$ cat src/rtl/fetch_queue_pkg.sv
// rtl/fetch_queue_pkg.sv - shared address-map constants for the fetch queue
// Holds the pc reset value, the instruction-memory window and the nop encoding.
package fetch_queue_pkg;

  localparam logic [31:0] PC_RESET = 32'h0000_3000;
  localparam logic [31:0] IM_BASE  = 32'h0000_3000;
  localparam logic [31:0] IM_TOP   = 32'h0000_6FFC;
  localparam logic [31:0] NOP      = 32'h0000_0000;

endpackage

$ cat src/rtl/fq_exc_check.sv
// rtl/fq_exc_check.sv - combinational fetch-fault check (pc -> exc)
// Flags misaligned pcs and pcs outside the instruction-memory window.
module fq_exc_check
  import fetch_queue_pkg::*;
#(
  parameter int PC_W = 32
) (
  input  logic [PC_W-1:0] i_pc,
  output logic            o_exc
);

  localparam logic [PC_W-1:0] L_BASE = PC_W'(IM_BASE);
  localparam logic [PC_W-1:0] L_TOP  = PC_W'(IM_TOP);

  assign o_exc = (i_pc[1:0] != 2'b00) | (i_pc < L_BASE) | (i_pc > L_TOP);

endmodule

$ cat src/rtl/fetch_queue.sv
// rtl/fetch_queue.sv - in-order {pc, instr} buffer between fetch and decode
// Optional per-entry fetch-fault bit enabled by defining FQ_EXC_EN.
module fetch_queue
  import fetch_queue_pkg::*;
#(
  parameter int DEPTH   = 4,
  parameter int PC_W    = 32,
  parameter int INSTR_W = 32
) (
  input  logic               clk,
  input  logic               reset,
  input  logic               in_valid,
  input  logic [PC_W-1:0]    in_pc,
  input  logic [INSTR_W-1:0] in_instr,
  output logic               full,
  input  logic               flush,
  output logic               out_valid,
  output logic [PC_W-1:0]    out_pc,
  output logic [INSTR_W-1:0] out_instr,
  input  logic               out_ready,
  output logic               out_exc
);

  localparam int AW = $clog2(DEPTH);
  localparam int CW = AW + 1;

  logic [AW-1:0]      r_wr_ptr;
  logic [AW-1:0]      r_rd_ptr;
  logic [CW-1:0]      r_count;
  logic [PC_W-1:0]    r_pc_mem    [DEPTH];
  logic [INSTR_W-1:0] r_instr_mem [DEPTH];

  logic               w_push;
  logic               w_pop;
  logic [INSTR_W-1:0] w_instr_wr;

  assign full      = (r_count == CW'(DEPTH));
  assign out_valid = (r_count != '0);
  assign w_push    = in_valid & ~full & ~flush;
  assign w_pop     = out_valid & out_ready & ~flush;

`ifdef FQ_EXC_EN
  logic         w_exc;
  logic [DEPTH-1:0] r_exc_mem;

  fq_exc_check #(.PC_W(PC_W)) u_exc_check (
    .i_pc  (in_pc),
    .o_exc (w_exc)
  );

  // A faulting fetch is carried down the pipe as a nop so decode never acts on it.
  assign w_instr_wr = w_exc ? INSTR_W'(NOP) : in_instr;
  assign out_exc    = out_valid & r_exc_mem[r_rd_ptr];

  always_ff @(posedge clk) begin
    if (w_push) begin
      r_exc_mem[r_wr_ptr] <= w_exc;
    end
  end
`else
  assign w_instr_wr = in_instr;
  assign out_exc    = 1'b0;
`endif

  assign out_pc    = out_valid ? r_pc_mem[r_rd_ptr]    : '0;
  assign out_instr = out_valid ? r_instr_mem[r_rd_ptr] : '0;

  always_ff @(posedge clk) begin
    if (w_push) begin
      r_pc_mem[r_wr_ptr]    <= in_pc;
      r_instr_mem[r_wr_ptr] <= w_instr_wr;
    end
  end

  // Reset and flush both discard every entry; push/pop are already gated by flush.
  always_ff @(posedge clk) begin
    if (reset || flush) begin
      r_wr_ptr <= '0;
      r_rd_ptr <= '0;
      r_count  <= '0;
    end else begin
      if (w_push) begin
        r_wr_ptr <= r_wr_ptr + AW'(1);
      end
      if (w_pop) begin
        r_rd_ptr <= r_rd_ptr + AW'(1);
      end
      case ({w_push, w_pop})
        2'b10:   r_count <= r_count + CW'(1);
        2'b01:   r_count <= r_count - CW'(1);
        default: r_count <= r_count;
      endcase
    end
  end

endmodule

$ cat config.mk
export PLATFORM = sky130hd
export DESIGN_NAME = fetch_queue
export DESIGN_NICKNAME = d
export VERILOG_FILES = /design/src/rtl/fetch_queue_pkg.sv /design/src/rtl/fq_exc_check.sv /design/src/rtl/fetch_queue.sv
export SDC_FILE = /design/constraint.sdc
export NUM_CORES = 1
export LEC_CHECK = 0
export BUFFER_PORTS_ARGS = -buffer_cell sky130_fd_sc_hd__buf_2
export CAP_MARGIN = 20
export CORE_MARGIN = 10
export CORE_UTILIZATION = 45
export CTS_CLUSTER_DIAMETER = 60
export DETAILED_ROUTE_END_ITERATION = 12
export PLACE_DENSITY_LB_ADDON = 0.15
export SLEW_MARGIN = 20
export SYNTH_ARGS = -nofsm -noshare
export SYNTH_HDL_FRONTEND = slang
export SYNTH_SLANG_ARGS = --single-unit
$ cat constraint.sdc
create_clock -name clk -period 3.25 [get_ports clk]
set_clock_uncertainty 0.2 [all_clocks]
set_input_delay 0.65 -clock clk [delete_from_list [all_inputs] [get_ports clk]]
set_output_delay 0.65 -clock clk [all_outputs]
set_load 0.01 [all_outputs]
# Yosys cells after proc, flatten, opt, wreduce, memory -nomap -nowiden
# Memories as Yosys holds them, arrays and structs flattened. A register that Yosys moved wholly into a read port is not among the register bits.
# Index checks and enable logic that the tools add are counted.
[word_totals]
out_inout_bits = 67
register_bits = 7
mem_bits_rw = 256
memories = 2
inputBits = 69
[mem_list]
columns = ["memory", "depth", "word_bits", "rd", "rd_clocked_by_memory_dff", "wr", "line_no", "text"]
rows = [
  ["r_instr_mem", 4, 32, 1, 1, 1, "fetch_queue.sv:31", "logic [INSTR_W-1:0] r_instr_mem [DEPTH];"],
  ["r_pc_mem", 4, 32, 1, 1, 1, "fetch_queue.sv:30", "logic [PC_W-1:0] r_pc_mem [DEPTH];"],
]
[op_classes]
eq_ne = 3
n_addsub = 4
bitwise_logic = 6
reduce_logical = 3
n_mux = 9
[op_table]
columns = ["operator", "n"]
rows = [
  ["32-bit two-way mux", 2],
  ["2-bit two-way mux", 4],
  ["3-bit one-hot mux with 2 select lines", 1],
  ["2-bit by 1-bit adder with 2-bit output, second input constant", 2],
  ["1-bit bitwise AND", 4],
  ["3-bit by 1-bit adder with 3-bit output, second input constant", 1],
  ["3-bit equality test, second input constant", 1],
  ["3-bit nonzero test", 1],
  ["3-bit by 1-bit subtractor with 3-bit output, second input constant", 1],
  ["2-bit by 1-bit equality test with 1-bit output, second input constant", 1],
  ["2-bit equality test, second input constant", 1],
  ["1-bit two-way mux", 2],
  ["1-bit NOT", 2],
  ["2-bit nonzero test", 1],
  ["1-bit logical OR", 1],
]

# Longest topological paths before layout
[logic_depth]
word_depth = 6
mapped_depth = 10
mapped_depth_nobuf = 9

# Worst setup path after synthesis
# Ideal clock, no wire load.
[synth_timing]
path_kind = "input -> register"
from = "input in_valid"
to = "memory r_instr_mem[0][0] (enable)"
arrival_time_ps = 2563
path_stages = 2
setup_slack_ps = 58
required_ps = 2621
path_cell_list = "nor2b_1 > and3_1"
[synth_via]
elab_chain_len = 4
[synth_rtl]
columns = ["element", "line_no", "text"]
rows = [
  ["start: declaration", "fetch_queue.sv:12", "input logic in_valid,"],
  ["1-bit bitwise AND (2 in series)", "fetch_queue.sv:39", "assign w_push = in_valid & ~full & ~flush;"],
  ["1-bit two-way mux", "fetch_queue.sv:69", "if (w_push) begin"],
  ["1-bit two-way mux (implied by the code)", "fetch_queue.sv:71", "r_instr_mem[r_wr_ptr] <= w_instr_wr;"],
  ["end: declaration", "fetch_queue.sv:31", ""],
]
# No other way between the ends.

==> impl_metrics.env <==
export IMPL_area_growth_syn_to_layout_pct=19.0
export IMPL_synth_area_mux_share=0.142
export IMPL_core_um2=22500
export IMPL_place_ws_ps=498
export IMPL_seq_area_frac_synth=0.768
export IMPL_ys_ff_latch=265
export IMPL_tightest_slew_ps=572
export IMPL_ir_worst_vdd_mv=0.389
export IMPL_nets=704
export IMPL_grt_max_degree=36
export IMPL_vias=4920
export IMPL_dieArea_um2=29200
export IMPL_maxSlewViolCount=0
export IMPL_synth_top_area_frac=0.750
export IMPL_drive_gt1_frac=0.405
export IMPL_grt_overflow=0
export IMPL_h_tree_depth=1
export IMPL_path_max_fanout=14
export IMPL_synth_cell_types=31
export IMPL_syn_cell_area_um2=10200
export IMPL_max_clock_freq_mhz=334
export IMPL_synth_xor_area_frac=0.00342
export IMPL_maxCapViolCount=0
export IMPL_grt_pass1_vias=5400
export IMPL_yosysWarnings=0
export IMPL_root_buffer="clkbuf_16"
export IMPL_most_common_layout_cells="256 x edfxtp_1, 134 x buf_2, 64 x and2_1"
export IMPL_tns_ps=0
export IMPL_clock_latency_ps=530
export IMPL_cts_buffer_depth=3
export IMPL_antenna_found_initial=3
export IMPL_synth_edf_count=256
export IMPL_rsz0062_at_grt="no"
export IMPL_yosys_area_share_simple=0.0497
export IMPL_worst_slack_ps=260
export IMPL_place_congestion=0.700
export IMPL_required_ps=2400
export IMPL_wire_per_inst_um=21.6
export IMPL_io_pins=136
export IMPL_syn_mean_instance_area_um2=22.1
export IMPL_synth_compound_area_share=0.00550
export IMPL_drtIter0Drc=302
export IMPL_start_kind="register"
export IMPL_place_hpwl_um=12500
export IMPL_path_clk_slew_ps=60
export IMPL_first_pass_iters=5
export IMPL_drc=0
export IMPL_grt_first_pass_wirelength_um=30900
export IMPL_numCtsBuffers=29
export IMPL_die_height_um=171
export IMPL_cts_tree="yes"
export IMPL_layout_commonest_cell="edfxtp_1"
export IMPL_detail_route_vias_per_cell=5.25
export IMPL_grt_total_usage=0.138
export IMPL_yosysTopAreaCell="edfxtp_1"
export IMPL_r2r_setup_slack_ps=610
export IMPL_synth_adder_area_share=0.00806
export IMPL_crit_arrival_ps=2140
export IMPL_fin_crit_ps=2990
export IMPL_ys_async_sr_fraction=0
export IMPL_drt_wl_total_um=20300
export IMPL_syn_inst=463
export IMPL_synth_top_family_by_area="multiplexers"
export IMPL_start_util=0.455
export IMPL_finalHoldViolCount=0
export IMPL_io_buffers=134
export IMPL_setup_worst_path_class="register to output pin"
export IMPL_synth_area_leaders="edfxtp_1 75%, mux4_2 13%, and2_1 3.9%"
export IMPL_syn_nets=538
export IMPL_rows=55
export IMPL_setup_violations=0
export IMPL_timing_hold_ws_ps=134
export IMPL_ant_nets=0
export IMPL_cts_sinks=265
export IMPL_outcome="completed"
export IMPL_worst_hold_path_type="input port to register"
export IMPL_p_per_area_nw_per_um2=573
export IMPL_synth_main_ff_cell="edfxtp_1"
export IMPL_die_w_um=171
export IMPL_leakage_uw=0.00424
export IMPL_slew_headroom=0.619
export IMPL_cp_end_kind="output pin"
export IMPL_fin_crit_sh=0.920
export IMPL_nFillCells=1763
==> registers in the layout (all words and copies together), names as in the netlist, named ones only <==
register	cells
r_rd_ptr	2
r_count	3
r_wr_ptr	2
r_pc_mem	128
r_instr_mem	128
==> report_power, final <==
part | switching, uW | internal (uW) | leakage, uW
combinational | 137 | 114 | 0.00143
sequential | 12.1 | 3800 | 0.00240
clock | 1220 | 1710 | 0.000413
total | 1370 | 5620 | 0.00424
==> logic make-up (layout without fill, tap and decap cells) <==
logic type,count (synthesis),in the layout
buffers and inverters,31,218
XOR/XNOR,4,4
multiplexers,64,64
AND/OR/NAND/NOR,84,84
other,1,3
flip-flops,265,265
adder cells (fa/ha/maj),6,6
AO/OA/AOI/OAI,8,8
==> synthesized netlist by cell type, types with 5 or more instances <==
library cell  instances
edfxtp_1            256
and2_1               64
mux4_2               60
dfxtp_1               9
clkbuf_1              8
nor2_1                8
buf_2                 7
inv_1                 7
buf_12                6
ha_1                  5
==> cell type report <==
| class | instances | area [um2] | area share |
|---|---|---|---|
| sequential | 265 | 7880 | 0.646 |
| multi-input combinational | 167 | 2170 | 0.178 |
| timing repair buffer | 159 | 912 | 0.0748 |
| clock buffer | 38 | 759 | 0.0623 |
| tap | 285 | 357 | 0.0293 |
| clock inverter | 14 | 87.6 | 0.00718 |
| inverter | 7 | 26.3 | 0.00216 |
| antenna | 2 | 5.00 | 0.000411 |
==> metal layers <==
layer	vias up	global-route usage	routed length, um
met4	0	0.0355	352
met5	-	0	0
met3	29	0.0359	1200
li1	2203	-	-
met1	2561	0.169	8240
met2	127	0.238	10500
==> timing repair <==
item | 4_1_cts | 5_1_grt
setup buffers | 0 | 9
resized for setup | 0 | 2
endpoints found under the setup margin | 0 | 25
hold buffers | 0 | 0
==> worst max-delay path: stages, from the launching register on <==
cell     delay (ps)
dfxtp_4         470
buf_4           300
mux4_2          540
and2_1          170
buf_2           140
==> per-stage QoR <==
step                cell area (um2)  utilization  power (uW)  std cells
floorplan                     10200            -        4000        463
global placement              11300        0.501        4120        874
detailed placement            11300        0.501        4140        874
CTS                           12100        0.538        7070        926
global route                  12200        0.542        7230        935
finish                        12200        0.542        6980        937
==> worst paths after layout <==
check / startpoint / end / cells past startpoint
min: in_pc[10] / r_pc_mem[0][10] / 1
max: register / out_pc[7] / 4
max reg2reg: r_count[2] / r_count[2] / 9
min reg2reg: r_rd_ptr[1] / register / 2
(Power assumes the default switching activity.)
